## config.mk

```make
export PLATFORM = sky130hd
export DESIGN_NAME = codec_i2c_master_flat
export DESIGN_NICKNAME = d
export VERILOG_FILES = /design/src/rtl/codec_i2c_master_pkg.sv /design/src/rtl/codec_i2c_master_if.sv /design/src/rtl/codec_i2c_tick.sv /design/src/rtl/codec_i2c_master.sv /design/src/flat_wrapper.sv
export SDC_FILE = /design/constraint.sdc
export NUM_CORES = 1
export LEC_CHECK = 0
export BUFFER_PORTS_ARGS = -buffer_cell sky130_fd_sc_hd__buf_4
export CELL_PAD_IN_SITES_DETAIL_PLACEMENT = 0
export CELL_PAD_IN_SITES_GLOBAL_PLACEMENT = 1
export CORE_ASPECT_RATIO = 0.8
export CORE_MARGIN = 2
export CORE_UTILIZATION = 43
export DETAILED_ROUTE_END_ITERATION = 7
export GPL_ROUTABILITY_DRIVEN = 0
export PLACE_DENSITY = 0.79
export SYNTH_ARGS = -nofsm -noshare
export SYNTH_HDL_FRONTEND = slang
export SYNTH_SLANG_ARGS = --single-unit
```

## constraint.sdc

```tcl
create_clock -name Clk -period 2.3 [get_ports Clk]
set_clock_uncertainty 0.05 [all_clocks]
set_input_delay 0.115 -clock Clk [delete_from_list [all_inputs] [get_ports Clk]]
set_output_delay 0.115 -clock Clk [all_outputs]
set_load 0.05 [all_outputs]
```

## src/rtl/codec_i2c_master_pkg.sv

```systemverilog
// Shared types and constants for the WM8731 I2C control-word master.
package codec_i2c_master_pkg;

    localparam logic [7:0] WM8731_I2C_ADDR = 8'h34;
    localparam int         I2C_BYTES       = 3;

    typedef enum logic [2:0] {
        ST_IDLE  = 3'd0,
        ST_START = 3'd1,
        ST_DATA  = 3'd2,
        ST_ACK   = 3'd3,
        ST_STOP  = 3'd4
    } i2c_state_e;

    typedef struct packed {
        logic scl;
        logic oe;
    } bus_lvl_t;

    // Bus levels for a given state and quarter phase; msb is the data bit on the wire.
    function automatic bus_lvl_t bus_levels(i2c_state_e st, logic [1:0] ph, logic msb);
        bus_lvl_t lv;
        lv.scl = 1'b1;
        lv.oe  = 1'b0;
        case (st)
            ST_START: lv.oe = ph[1];
            ST_DATA: begin
                lv.scl = ph[1];
                lv.oe  = ~msb;
            end
            ST_ACK:   lv.scl = ph[1];
            ST_STOP: begin
                lv.scl = ph[1];
                lv.oe  = (ph != 2'd3);
            end
            default: ;
        endcase
        return lv;
    endfunction

endpackage

```

## src/rtl/codec_i2c_master_if.sv

```systemverilog
// Packet handshake from the codec Avalon slave plus the two-wire pad signals.
interface codec_i2c_master_if;
    logic        wr_i2c;
    logic [23:0] i2c_packet;
    logic        i2c_idle;
    logic        ack_error;
    logic        i2c_sclk;
    logic        i2c_sdat_oe;
    logic        i2c_sdat_i;

    modport master (
        input  wr_i2c, i2c_packet, i2c_sdat_i,
        output i2c_idle, ack_error, i2c_sclk, i2c_sdat_oe
    );

    modport slave (
        output wr_i2c, i2c_packet, i2c_sdat_i,
        input  i2c_idle, ack_error, i2c_sclk, i2c_sdat_oe
    );
endinterface

```

## src/rtl/codec_i2c_tick.sv

```systemverilog
// Quarter-SCL-period divider: pulses tick on the last of every CLK_DIV enabled cycles.
module codec_i2c_tick #(
    parameter int CLK_DIV = 125
) (
    input  logic Clk,
    input  logic Rst_n,
    input  logic en,
    input  logic clr,
    output logic tick
);
    localparam int            CW   = $clog2(CLK_DIV);
    localparam logic [CW-1:0] LAST = CW'(CLK_DIV - 1);

    logic [CW-1:0] cnt_q, cnt_d;

    // NOTE: every always_comb output gets a default first, so no path can infer a latch.
    always_comb begin
        cnt_d = cnt_q;
        if (clr)
            cnt_d = '0;
        else if (en)
            cnt_d = (cnt_q == LAST) ? '0 : cnt_q + 1'b1;
    end

    // NOTE: state registers use non-blocking assignments so all flops update together.
    always_ff @(posedge Clk or posedge Rst_n) begin
        if (Rst_n)
            cnt_q <= '0;
        else
            cnt_q <= cnt_d;
    end

    assign tick = en && !clr && (cnt_q == LAST);

endmodule

```

## src/rtl/codec_i2c_master.sv

```systemverilog
// Write-only I2C master: each accepted packet becomes START, three bytes with ACK slots, STOP.
module codec_i2c_master
    import codec_i2c_master_pkg::*;
#(
    parameter int CLK_DIV = 125
) (
    input  logic               Clk,
    input  logic               Rst_n,
    codec_i2c_master_if.master bus
);
    i2c_state_e  state_q, state_d;
    logic [1:0]  phase_q, phase_d;
    logic [23:0] shreg_q, shreg_d;
    logic [2:0]  bit_q, bit_d;
    logic [1:0]  byte_q, byte_d;
    logic [1:0]  sync_q, sync_d;
    logic        smp_q, smp_d;
    logic        ack_err_q, ack_err_d;
    logic        idle_q, idle_d;
    logic        scl_q, scl_d;
    logic        oe_q, oe_d;
    logic        tick;
    logic        slot_end;
    bus_lvl_t    lvl;

    codec_i2c_tick #(.CLK_DIV(CLK_DIV)) u_tick (
        .Clk  (Clk),
        .Rst_n(Rst_n),
        .en   (state_q != ST_IDLE),
        .clr  (state_q == ST_IDLE),
        .tick (tick)
    );

    assign slot_end = tick && (phase_q == 2'd3);

    always_comb begin
        state_d   = state_q;
        phase_d   = phase_q;
        shreg_d   = shreg_q;
        bit_d     = bit_q;
        byte_d    = byte_q;
        smp_d     = smp_q;
        ack_err_d = ack_err_q;
        sync_d    = {sync_q[0], bus.i2c_sdat_i};
        idle_d    = (state_q == ST_IDLE);

        if (tick)
            phase_d = phase_q + 2'd1;
        // SDA is sampled on the q2->q3 boundary, mid SCL-high.
        if (tick && phase_q == 2'd2)
            smp_d = sync_q[1];

        case (state_q)
            ST_IDLE: begin
                if (bus.wr_i2c && idle_q) begin
                    shreg_d   = bus.i2c_packet;
                    ack_err_d = 1'b0;
                    phase_d   = 2'd0;
                    bit_d     = 3'd0;
                    byte_d    = 2'd0;
                    state_d   = ST_START;
                end
            end
            ST_START: if (slot_end) state_d = ST_DATA;
            ST_DATA: begin
                if (slot_end) begin
                    shreg_d = {shreg_q[22:0], 1'b0};
                    bit_d   = bit_q + 3'd1;
                    if (bit_q == 3'd7)
                        state_d = ST_ACK;
                end
            end
            ST_ACK: begin
                if (slot_end) begin
                    byte_d = byte_q + 2'd1;
                    if (smp_q) begin
                        ack_err_d = 1'b1;
                        state_d   = ST_STOP;
                    end else if (byte_q == 2'(I2C_BYTES - 1)) begin
                        state_d = ST_STOP;
                    end else begin
                        state_d = ST_DATA;
                    end
                end
            end
            ST_STOP: if (slot_end) state_d = ST_IDLE;
            default: state_d = ST_IDLE;
        endcase

        // Pad levels follow the next state so they change exactly on the slot/phase edge.
        lvl  = bus_levels(state_d, phase_d, shreg_d[23]);
        scl_d = lvl.scl;
        oe_d  = lvl.oe;
    end

    always_ff @(posedge Clk or posedge Rst_n) begin
        if (Rst_n) begin
            state_q   <= ST_IDLE;
            phase_q   <= '0;
            shreg_q   <= '0;
            bit_q     <= '0;
            byte_q    <= '0;
            sync_q    <= '0;
            smp_q     <= 1'b0;
            ack_err_q <= 1'b0;
            idle_q    <= 1'b1;
            scl_q     <= 1'b1;
            oe_q      <= 1'b0;
        end else begin
            state_q   <= state_d;
            phase_q   <= phase_d;
            shreg_q   <= shreg_d;
            bit_q     <= bit_d;
            byte_q    <= byte_d;
            sync_q    <= sync_d;
            smp_q     <= smp_d;
            ack_err_q <= ack_err_d;
            idle_q    <= idle_d;
            scl_q     <= scl_d;
            oe_q      <= oe_d;
        end
    end

    assign bus.i2c_idle    = idle_q;
    assign bus.ack_error   = ack_err_q;
    assign bus.i2c_sclk    = scl_q;
    assign bus.i2c_sdat_oe = oe_q;

endmodule

```

## src/flat_wrapper.sv

```systemverilog
// flat-port wrapper written by rule: the top's interface ports become plain ports
module codec_i2c_master_flat import codec_i2c_master_pkg::*;
#(
    parameter int CLK_DIV = 125
)
  (Clk, Rst_n, bus_wr_i2c, bus_i2c_packet, bus_i2c_sdat_i, bus_i2c_idle, bus_ack_error, bus_i2c_sclk, bus_i2c_sdat_oe);
  codec_i2c_master_if bus_i ();
  input  logic Clk;
  input  logic Rst_n;
  input wire logic [$bits(bus_i.wr_i2c)-1:0] bus_wr_i2c;
  input wire logic [$bits(bus_i.i2c_packet)-1:0] bus_i2c_packet;
  input wire logic [$bits(bus_i.i2c_sdat_i)-1:0] bus_i2c_sdat_i;
  output wire logic [$bits(bus_i.i2c_idle)-1:0] bus_i2c_idle;
  output wire logic [$bits(bus_i.ack_error)-1:0] bus_ack_error;
  output wire logic [$bits(bus_i.i2c_sclk)-1:0] bus_i2c_sclk;
  output wire logic [$bits(bus_i.i2c_sdat_oe)-1:0] bus_i2c_sdat_oe;
  assign bus_i.wr_i2c = bus_wr_i2c;
  assign bus_i.i2c_packet = bus_i2c_packet;
  assign bus_i.i2c_sdat_i = bus_i2c_sdat_i;
  assign bus_i2c_idle = bus_i.i2c_idle;
  assign bus_ack_error = bus_i.ack_error;
  assign bus_i2c_sclk = bus_i.i2c_sclk;
  assign bus_i2c_sdat_oe = bus_i.i2c_sdat_oe;
  codec_i2c_master #(.CLK_DIV(CLK_DIV)) u_core (.Clk(Clk), .Rst_n(Rst_n), .bus(bus_i));
endmodule
```

== After elaboration in Yosys (flattened, before gate mapping) ==
Index checks and enable logic that the tools add are counted.

* Bits in registers: 48
* Latch bits: 0
* Memory bits (writable): 0
* Memory bits (read-only): 0
* Input bits: 28
* Output and inout port bits: 4
* Word-level logic and storage cells: 81
* Memories kept: 0

* $add $sub $neg: 4
* $mul: 0
* Div/mod/pow operators: 0
* Magnitude comparators: 0
* Eq/ne operators: 18
* Shifts and indexed selects: 0
* Muxes and demuxes: 30
* Bitwise logic cells: 1
* Reductions and logical operators: 15

{| class="wikitable"
|+ Operators by type and width
! cell !! count
|-
| 2-to-1 mux 24 bit || 2
|-
| one-hot mux 24 bit (2 select lines) || 1
|-
| 2-to-1 mux 3 bit || 10
|-
| 2-to-1 mux 7 bit || 3
|-
| one-hot mux 3 bit (5 select lines) || 1
|-
| equality test 3 x 2 -> 1 bit (second input constant) || 4
|-
| 2-to-1 mux 2 bit || 5
|-
| equality test 3 bit (second input constant) || 3
|-
| adder 7 x 1 -> 7 bit (second input constant) || 1
|-
| equality test 7 bit (second input constant) || 1
|-
| equality test 2 bit (second input constant) || 3
|-
| equality test 3 x 1 -> 1 bit (second input constant) || 2
|-
| != test 2 x 1 -> 1 bit (second input constant) || 3
|-
| one-hot mux 3 bit (2 select lines) || 1
|-
| AND reduction 3 bit || 2
|-
| nonzero test 2 bit || 3
|-
| logical AND 1 bit || 5
|-
| adder 2 x 1 -> 2 bit (second input constant) || 2
|-
| 2-to-1 mux 1 bit || 4
|-
| != test 2 bit (second input constant) || 2
|-
| one-hot mux 2 bit (2 select lines) || 1
|-
| AND reduction 4 bit || 1
|-
| adder 3 x 1 -> 3 bit (second input constant) || 1
|-
| zero test 3 bit || 1
|-
| 6 further kinds || 6
|}

== Logic depth before layout (Yosys ltp) ==
Gate-level depths: netlist of run 1.

* Depth after elaboration: 10
* Depth in mapped cells: 9
* Mapped depth without buffers: 7

== Cells and area by module ==
Synthesis of run 1 repeated with hierarchy kept, for this count alone.

* Cell total of the unflattened synthesis: 221
* Area, all modules: 2249.7 um^2

{| class="wikitable"
|+ Modules (own cells, without submodules)
! module !! times used !! cells each !! area each (um^2) !! sequential area each (um^2)
|-
| codec_i2c_master || 1 || 173 || 1813.0 || 1028.5
|-
| codec_i2c_tick || 1 || 48 || 436.7 || 175.2
|}

== Worst setup path before layout of run 1 ==
OpenSTA, ideal clock, no wires.

* Path type: register to register
* Start point: register u_core.u_tick.cnt_q[0]
* End point: register u_core.oe_q (netlist: u_core.bus.i2c_sdat_oe)
* Setup time: 0.080 ns
* Data arrival time: 1.624 ns
* Data required time: 2.170 ns
* Setup slack: 0.546 ns
* Stages on the path, launching flop included: 8
* Path buffers: 0
* Period minus slack after synthesis: 1.754 ns
* Cell sequence: dfrtp_1 -> inv_1 -> ha_1 -> and4_4 -> and2_4 -> a311o_2 -> or3b_1 -> o211ai_2

* Longest elaborated chain between the ends: 7
* Elaborated cells between the ends (all ways): 19
* Those cells by class: eq/ne: 5; mux: 11; bitwise: 1; reduce/logical: 2

{| class="wikitable"
|+ RTL lines
! what !! RTL line !! text
|-
| from (decl) || codec_i2c_tick.sv:14 || <nowiki>logic [CW-1:0] cnt_q, cnt_d;</nowiki>
|-
| from (signal assigned) || codec_i2c_tick.sv:30 || <nowiki>cnt_q <= cnt_d;</nowiki>
|-
| equality test 7 bit * || codec_i2c_tick.sv:33 || <nowiki>assign tick = en && !clr && (cnt_q == LAST);</nowiki>
|-
| logical AND 1 bit * || codec_i2c_tick.sv:33 ||
|-
| logical AND 1 bit or 2-to-1 mux 2 bit (tied branches) || codec_i2c_master.sv:34, codec_i2c_master.sv:47 ||
|-
| 2-to-1 mux 3 bit (tied with other cells) || codec_i2c_master.sv:86 || <nowiki>ST_STOP: if (slot_end) state_d = ST_IDLE;</nowiki>
|-
| one-hot mux 3 bit (5 select lines) (tied with other cells) || codec_i2c_master.sv:53 || <nowiki>case (state_q)</nowiki>
|-
| equality test 3 bit (tied with other cells) || codec_i2c_master_pkg.sv:25 || <nowiki>case (st)</nowiki>
|-
| one-hot mux 1 bit (3 select lines) * || codec_i2c_master_pkg.sv:25 ||
|-
| named net u_core.oe_d || codec_i2c_master.sv:21 || <nowiki>logic oe_q, oe_d;</nowiki>
|-
| to (signal assigned) || codec_i2c_master.sv:108 || <nowiki>oe_q <= 1'b0;</nowiki>
|-
| to (signal assigned) || codec_i2c_master.sv:120 || <nowiki>oe_q <= oe_d;</nowiki>
|-
| to (decl) || codec_i2c_master.sv:21 ||
|}

Mark *: on every way through the listed nets, which the timed path passes. The rest lies on a longest branch. The select of a mux whose other input is x is not followed.
A chain may end at the register's enable or synchronous reset.

== Worst setup path in the final report of run 1 ==
* Start point: register u_core.state_q[0]
* End point: register u_core.scl_q (netlist: u_core.bus.i2c_sclk)

* Longest elaborated chain between the ends: 10
* Elaborated cells between the ends (all ways): 25
* Those cells by class: eq/ne: 7; mux: 11; reduce/logical: 7

{| class="wikitable"
|+ RTL lines
! what !! RTL line !! text
|-
| from (decl) || codec_i2c_master.sv:11 || <nowiki>i2c_state_e state_q, state_d;</nowiki>
|-
| from (signal assigned) || codec_i2c_master.sv:110 || <nowiki>state_q <= state_d;</nowiki>
|-
| zero test 3 bit * || - ||
|-
| named net u_core.idle_d || codec_i2c_master.sv:19 || <nowiki>logic idle_q, idle_d;</nowiki>
|-
| zero test 1 bit || codec_i2c_tick.sv:33 ||
|-
| logical AND 1 bit (2 in series) || codec_i2c_tick.sv:33 ||
|-
| logical AND 1 bit || codec_i2c_master.sv:34 || <nowiki>assign slot_end = tick && (phase_q == 2'd3);</nowiki>
|-
| 2-to-1 mux 3 bit (on tied branches) || - ||
|-
| one-hot mux 3 bit (5 select lines) || codec_i2c_master.sv:53 ||
|-
| equality test 3 x 2 -> 1 bit or equality test 3 bit (tied branches) || codec_i2c_master_pkg.sv:25 ||
|-
| OR reduction 3 bit (no source line) || - ||
|-
| 2-to-1 mux 1 bit * || codec_i2c_master_pkg.sv:25 ||
|-
| named net u_core.scl_d || codec_i2c_master.sv:20 || <nowiki>logic scl_q, scl_d;</nowiki>
|-
| to (signal assigned) || codec_i2c_master.sv:119 || <nowiki>scl_q <= scl_d;</nowiki>
|-
| to (decl) || codec_i2c_master.sv:20 ||
|}

Mark *: on every way through the listed nets, which the timed path passes. The rest lies on a longest branch.

==> results of run 1 <==
report_power, final:
| group | switching, mW | total [mW] | internal (mW) |
|---|---|---|---|
| registers | 0.000335 | 0.845 | 0.845 |
| logic | 0.0280 | 0.0824 | 0.0543 |
| clock network | 0.267 | 0.513 | 0.246 |
| total | 0.295 | 1.44 | 1.14 |
layer usage:
metal / part of all wire [%] / up-vias / routed length, um / global-route usage, %
met5: 0 / - / 0 / 0
met2: 45 / 26 / 2000 / 25.1
met4: 1.3 / 0 / 57 / 5.65
met3: 3.2 / 7 / 142 / 3.79
li1: - / 854 / - / -
met1: 50 / 825 / 2240 / 24.3
cell type report:
cell class / count / area, um2
multi-input cells: 151 / 887
clock buffers: 8 / 90.1
inverters: 8 / 30.0
flip-flops and latches: 48 / 1200
repair buffers: 58 / 490
fillers: 442 / 2170
well taps: 62 / 77.6
cells in the mapped netlist, types with 5 or more instances:
cell     instances
a22oi_1         22
buf_4            5
dfrtp_1         46
ha_1             7
inv_1            8
nand2_1         56
nand3_1          8
nor2_1          12
o21ai_0          9
cells by family (layout without fill, tap and decap cells):
family / count (synthesis) / count (layout) / share of synthesized area, %
xor+xnor: 5 / 5 / 2.02
simple gates: 96 / 96 / 20.4
fa+ha+maj: 7 / 7 / 4.03
flops: 48 / 48 / 55.4
buf+inv: 17 / 74 / 3.97
compound gates: 40 / 40 / 12.7
mux: 3 / 3 / 1.44
per-stage QoR:
stage | total power [mW] | hold slack [ps] | setup slack [ps]
3_5_place_dp | 0.916 | 177 | 68.0
4_1_cts | 1.46 | 1.61 | 56.2
3_3_place_gp | 0.917 | 175 | 104
5_1_grt | 1.50 | 29.0 | 216
2_1_floorplan | 0.875 | 96.4 | 546
6_report | 1.44 | 2.47 | 375
worst paths after layout:
| path | endpoint | startpoint | depth (start not counted) | slack [ps] |
|---|---|---|---|---|
| min in group asynchronous | u_core.shreg_q[17] | Rst_n | 4 | 470 |
| min | u_core.shreg_q[15] | bus_i2c_packet[15] | 3 | 2 |
| max reg2reg | u_core.bus.i2c_sclk | u_core.state_q[0] | 6 | 380 |
| max | u_core.bus.i2c_sclk | u_core.state_q[0] | 6 | 380 |
| min reg2reg | u_core.sync_q[1] | u_core.sync_q[0] | 0 | 300 |
| max in group asynchronous | u_core.shreg_q[4] | Rst_n | 4 | 1320 |
state kept, by name (all words and copies together) (netlist names), 2 cells and up:
name	count
u_core.bit_q	3
u_core.byte_q	2
u_core.phase_q	2
u_core.shreg_q	24
u_core.state_q	3
u_core.sync_q	2
u_core.u_tick.cnt_q	7
critical path, delay by kind of cell, from the launching register on:
| family | cells | cell delay [ps] |
|---|---|---|
| AOI/OAI and AO/OA | 3 | 480 |
| buffers and inverters | 1 | 340 |
| DFF | 1 | 490 |
| and+or+nand+nor | 2 | 460 |
timing repair:
item	4_1_cts	5_1_grt
gates resized for setup	0	1
hold buffers	22	0
endpoints found under the hold margin	67	0
setup endpoints to repair	0	25
==> results.sh, run 1 <==
export IMPL_outcome="finished clean"
export IMPL_final_nets=307
export IMPL_drt_iter0_drc=126
export IMPL_startpoint_type="register"
export IMPL_dr_pass1_iters=4
export IMPL_worstPathArrival_ps=2070
export IMPL_ys_seq_area_share_pct=55.4
export IMPL_post_dp_cell_area_um2=2460
export IMPL_io_pins=32
export IMPL_rsz0062_at_grt="no"
export IMPL_yosysTopAreaCell="dfrtp_1"
export IMPL_powerDensity_nw_per_um2=518
export IMPL_cts_max_level=2
export IMPL_finalCritPeriodShare_pct=83.7
export IMPL_synth_top_cell_area_share_pct=53.0
export IMPL_grt_pass1_wl_um=7380
export IMPL_synth_main_ff_cell="dfrtp_1"
export IMPL_ant_nets=0
export IMPL_max_cap_viol_count=0
export IMPL_hpwl_um=2830
export IMPL_clock_fmax_ghz=0.520
export IMPL_finalCriticalPeriod_ps=1920
export IMPL_ys_top_cells_by_area="dfrtp_1, nand2_1, a22oi_1, ha_1, dfstp_2"
export IMPL_area_delta_synth_final_pct=27.9
export IMPL_slowest_stage="dfrtp_1"
export IMPL_worst_slew_pin_slew_ps=593
export IMPL_antenna_found_initial=0
export IMPL_fin_util_pct=56.1
export IMPL_drt_wl_total_um=4440
export IMPL_syn_area_per_cell_um2=10.1
export IMPL_path_max_fanout=29
export IMPL_num_rows=23
export IMPL_grt_pass1_vias=1570
export IMPL_hold_violations=0
export IMPL_dr_total_vias=1712
export IMPL_cts_tree="built"
export IMPL_min_delay_path_class="in2reg"
export IMPL_ir_drop_mv=0.341
export IMPL_synth_nets=251
export IMPL_cts_buffer_depth=2
export IMPL_initial_core_util_pct=43.9
export IMPL_viasPerCell=5.11
export IMPL_drc=0
export IMPL_finalMaxSlewViolations=0
export IMPL_core_um2=4950
export IMPL_die_h_um=67.6
export IMPL_crit_chain="nor3_4 > and3_1 > buf_4 > a21oi_1 > o21ai_0 > o21ai_0"
export IMPL_die_area_um2=5640
export IMPL_max_stage_delay_ps=490
export IMPL_cts_sinks=48
export IMPL_cts_root_buf="clkbuf_8"
export IMPL_tns_ps=0
export IMPL_cts_setup_buffers=0
export IMPL_synthCells=216
export IMPL_clkLatencyLatePin_ps=300
export IMPL_cts_buffers=5
export IMPL_p_leak_nw=1.40
export IMPL_criticalPathCategory="reg2reg"
export IMPL_setup_viol=0
export IMPL_cts_clk_slew_worst_paths_ps=90
export IMPL_overflow=0
export IMPL_synth_edf_count=0
export IMPL_slew_headroom_pct=60.5
export IMPL_dieWidth_um=83.5
export IMPL_synth_warnings=0
export IMPL_synth_seq_cells=48
export IMPL_wl_per_cell_um=13.2
export IMPL_antenna_cells=0
export IMPL_required_ps=2450
export IMPL_end_kind="register"
export IMPL_syn_area_um2=2170
export IMPL_grt_max_degree=49
export IMPL_cp_common_cell="o21ai_0"
export IMPL_layout_drive_gt1_share_pct=19.8
export IMPL_layout_common_cells="nand2_1, dfrtp_1, buf_4, a22oi_1, dlygate4sd3_1"
export IMPL_final_area_um2=2780
export IMPL_final_common_cell="nand2_1"
export IMPL_async_reset_ff_share_pct=100
export IMPL_fin_cells=335
export IMPL_grt_usage_pct=16.8
export IMPL_synth_cell_type_count=36
export IMPL_dp_cells=305
export IMPL_portBuffers=31
No activity file was read; power rests on OpenSTA's default activity.
==> inputs of run 2 (changes only) <==
- CORE_UTILIZATION: 43 -> 39
- PLACE_DENSITY: 0.79 -> 0.75
- clock period: 2.3 -> 1.6 ns (I/O delays scaled with it)
==> run 2 against run 1 <==
  * The run now ends with negative setup slack left
  * Sequential power up 44%
  * Total power grew 47%
  * Combinational power is 67% higher
  * First-iteration DRC count shrank 52%
  * Via count up 12%
  * Highest routed layer unchanged
  * Critical path depth up 1
  * Die area up 9.7%
  * Clock power rose by 50%
  * Hold slack improved by 150 ps
==> results.sh, run 2 (synthesized netlist as in run 1, its figures left out) <==
export IMPL_cts_buffers=5
export IMPL_dieWidth_um=87.4
export IMPL_largest_register="u_core.shreg_q"
export IMPL_path_max_fanout=5
export IMPL_final_area_um2=3330
export IMPL_wl_per_cell_um=14.8
export IMPL_reg2reg_depth=7
export IMPL_die_area_um2=6190
export IMPL_io_pins=32
export IMPL_worst_slew_pin_slew_ps=396
export IMPL_clock_fmax_ghz=0.555
export IMPL_drc=0
export IMPL_core_um2=5410
export IMPL_viasPerCell=5.01
export IMPL_startpoint_type="register"
export IMPL_hp_start="bus_wr_i2c"
export IMPL_crit_chain="inv_1 > ha_2 > and4_4 > and2_4 > a311o_2 > or3b_1 > o211ai_2"
export IMPL_hold_path_depth=3
export IMPL_hold_worst_slack_ps=155
export IMPL_finalMaxSlewViolations=0
export IMPL_max_cap_viol_count=0
export IMPL_worst_slack_ps=-200
export IMPL_worstPathArrival_ps=1980
export IMPL_drt_wl_total_um=5650
export IMPL_hpwl_um=3240
export IMPL_hold_path_endpoint="u_core.state_q[0]"
export IMPL_setup_viol=35
export IMPL_r2r_end="u_core.bus.i2c_sdat_oe"
export IMPL_die_h_um=70.8
export IMPL_required_ps=1780
export IMPL_dr_total_vias=1915
export IMPL_fin_util_pct=61.6
export IMPL_total_power_mw=2.12
export IMPL_overflow=0
export IMPL_regToRegSetupSlack_ps=-200
export IMPL_r2r_start="u_core.u_tick.cnt_q[1]"
export IMPL_area_delta_synth_final_pct=53.4
export IMPL_antenna_found_initial=0
export IMPL_clkLatencyLatePin_ps=300
export IMPL_violations="negative setup slack"
export IMPL_largestRegisters="u_core.shreg_q: 24 flops, u_core.u_tick.cnt_q: 7 flops"
export IMPL_slew_headroom_pct=73.6
export IMPL_final_common_cell="buf_4"
export IMPL_grt_max_degree=32
export IMPL_post_dp_cell_area_um2=2690
export IMPL_cts_max_level=2
export IMPL_grt_pass1_wl_um=8740
export IMPL_criticalPathCategory="reg2reg"
export IMPL_cts_buffer_depth=2
export IMPL_hold_violations=0
export IMPL_dr_pass1_iters=4
export IMPL_ant_nets=0
export IMPL_fillers=444
export IMPL_rsz0062_at_grt="yes"
export IMPL_p_leak_nw=1.63
export IMPL_grt_pass1_vias=1893
export IMPL_max_stage_delay_ps=380
export IMPL_finalCritPeriodShare_pct=113
export IMPL_dp_slack_ps=-282
export IMPL_cts_root_buf="clkbuf_8"
export IMPL_initial_core_util_pct=40.2
export IMPL_cts_clk_slew_worst_paths_ps=90
export IMPL_ir_drop_mv=0.401
export IMPL_num_rows=24
export IMPL_powerDensity_nw_per_um2=637
export IMPL_portBuffers=31
export IMPL_end_kind="register"
export IMPL_layout_common_cells="buf_4, nand2_1, dfrtp_1, dlygate4sd3_1, a22oi_2"
export IMPL_finalCriticalPeriod_ps=1800
export IMPL_grt_usage_pct=17.7
export IMPL_worst_path_buf_inv=1
export IMPL_antenna_cells=0
export IMPL_min_delay_path_class="in2reg"
export IMPL_largest_reg_flops=24
export IMPL_drt_iter0_drc=61
export IMPL_cts_tree="built"
export IMPL_outcome="complete, but fails checks"
export IMPL_cts_sinks=48
export IMPL_final_nets=351
export IMPL_cp_top_family="simple AND/OR/NAND/NOR gates"
export IMPL_layout_drive_gt1_share_pct=38.5
export IMPL_slowest_stage="dfrtp_1"
## run 2: changes by cell type in the layout (fill, tap and decap cells not counted), moves of 4 or more
cell,before,now
o21ai_0,9,2
buf_6,0,4
a22oi_2,0,14
a22oi_1,22,8
buf_4,36,67
o21ai_1,0,6
dlygate4sd3_1,22,26
## run 2: worst max path at each step
| stage | from | endpoint | slack (ps) | cells past startpoint |
|---|---|---|---|---|
| final | u_core.u_tick.cnt_q[1] | u_core.bus.i2c_sdat_oe | -200 | 7 |
| after global routing | u_core.u_tick.cnt_q[1] | u_core.bus.i2c_sdat_oe | -290 | 7 |
| after CTS | u_core.u_tick.cnt_q[0] | u_core.bus.i2c_sdat_oe | -200 | 7 |
| after detailed placement | u_core.phase_q[0] | u_core.bit_q[1] | -280 | 5 |
| after global placement | u_core.phase_q[0] | u_core.bit_q[1] | -210 | 5 |
| after floorplan | u_core.u_tick.cnt_q[0] | u_core.bus.i2c_sdat_oe | -130 | 7 |
## run 2: area by class of cell
class / count / area (um2) / share of cell area [%]
clock inverters: 2 / 15.0 / 0.451
multi-input cells: 152 / 1020 / 30.6
clock buffers: 6 / 82.6 / 2.48
well taps: 65 / 81.3 / 2.44
flip-flops and latches: 48 / 1200 / 36.1
repair buffers: 101 / 898 / 27.0
inverters: 8 / 30.0 / 0.901
## run 2: routing by layer
metal	wire [um]	GRT usage, %	share of wire [%]
met2	2610	26.1	46
met4	44	4.79	0.78
met1	2820	26.6	50
met3	177	3.62	3.1
met5	0	0	0
## run 2: power by group
| part | switching, mW | total (mW) | internal [mW] |
|---|---|---|---|
| clock network | 0.419 | 0.770 | 0.350 |
| registers | 0.000492 | 1.22 | 1.21 |
| logic | 0.0487 | 0.138 | 0.0891 |
## run 2: tightest hold or removal path: stages
cell	delay, ps
buf_4	110
nand3_1	170
o21ai_1	110
## run 2: timing repair
action / 4_1_cts / 5_1_grt
setup buffers: 4 / 5
endpoints found under the setup margin: 33 / 37
endpoints found under the hold margin: 41 / 0
gates cloned: 1 / 3
hold buffers: 26 / 0
pin swaps: 3 / 8
gates resized for setup: 7 / 34
## run 2: per-stage QoR
step                      setup TNS (ps)  cells
final                              -3110    382
after global routing               -6080    382
after CTS                           -605    374
after detailed placement           -5490    335
after global placement             -4000    335
after floorplan                     -164    216
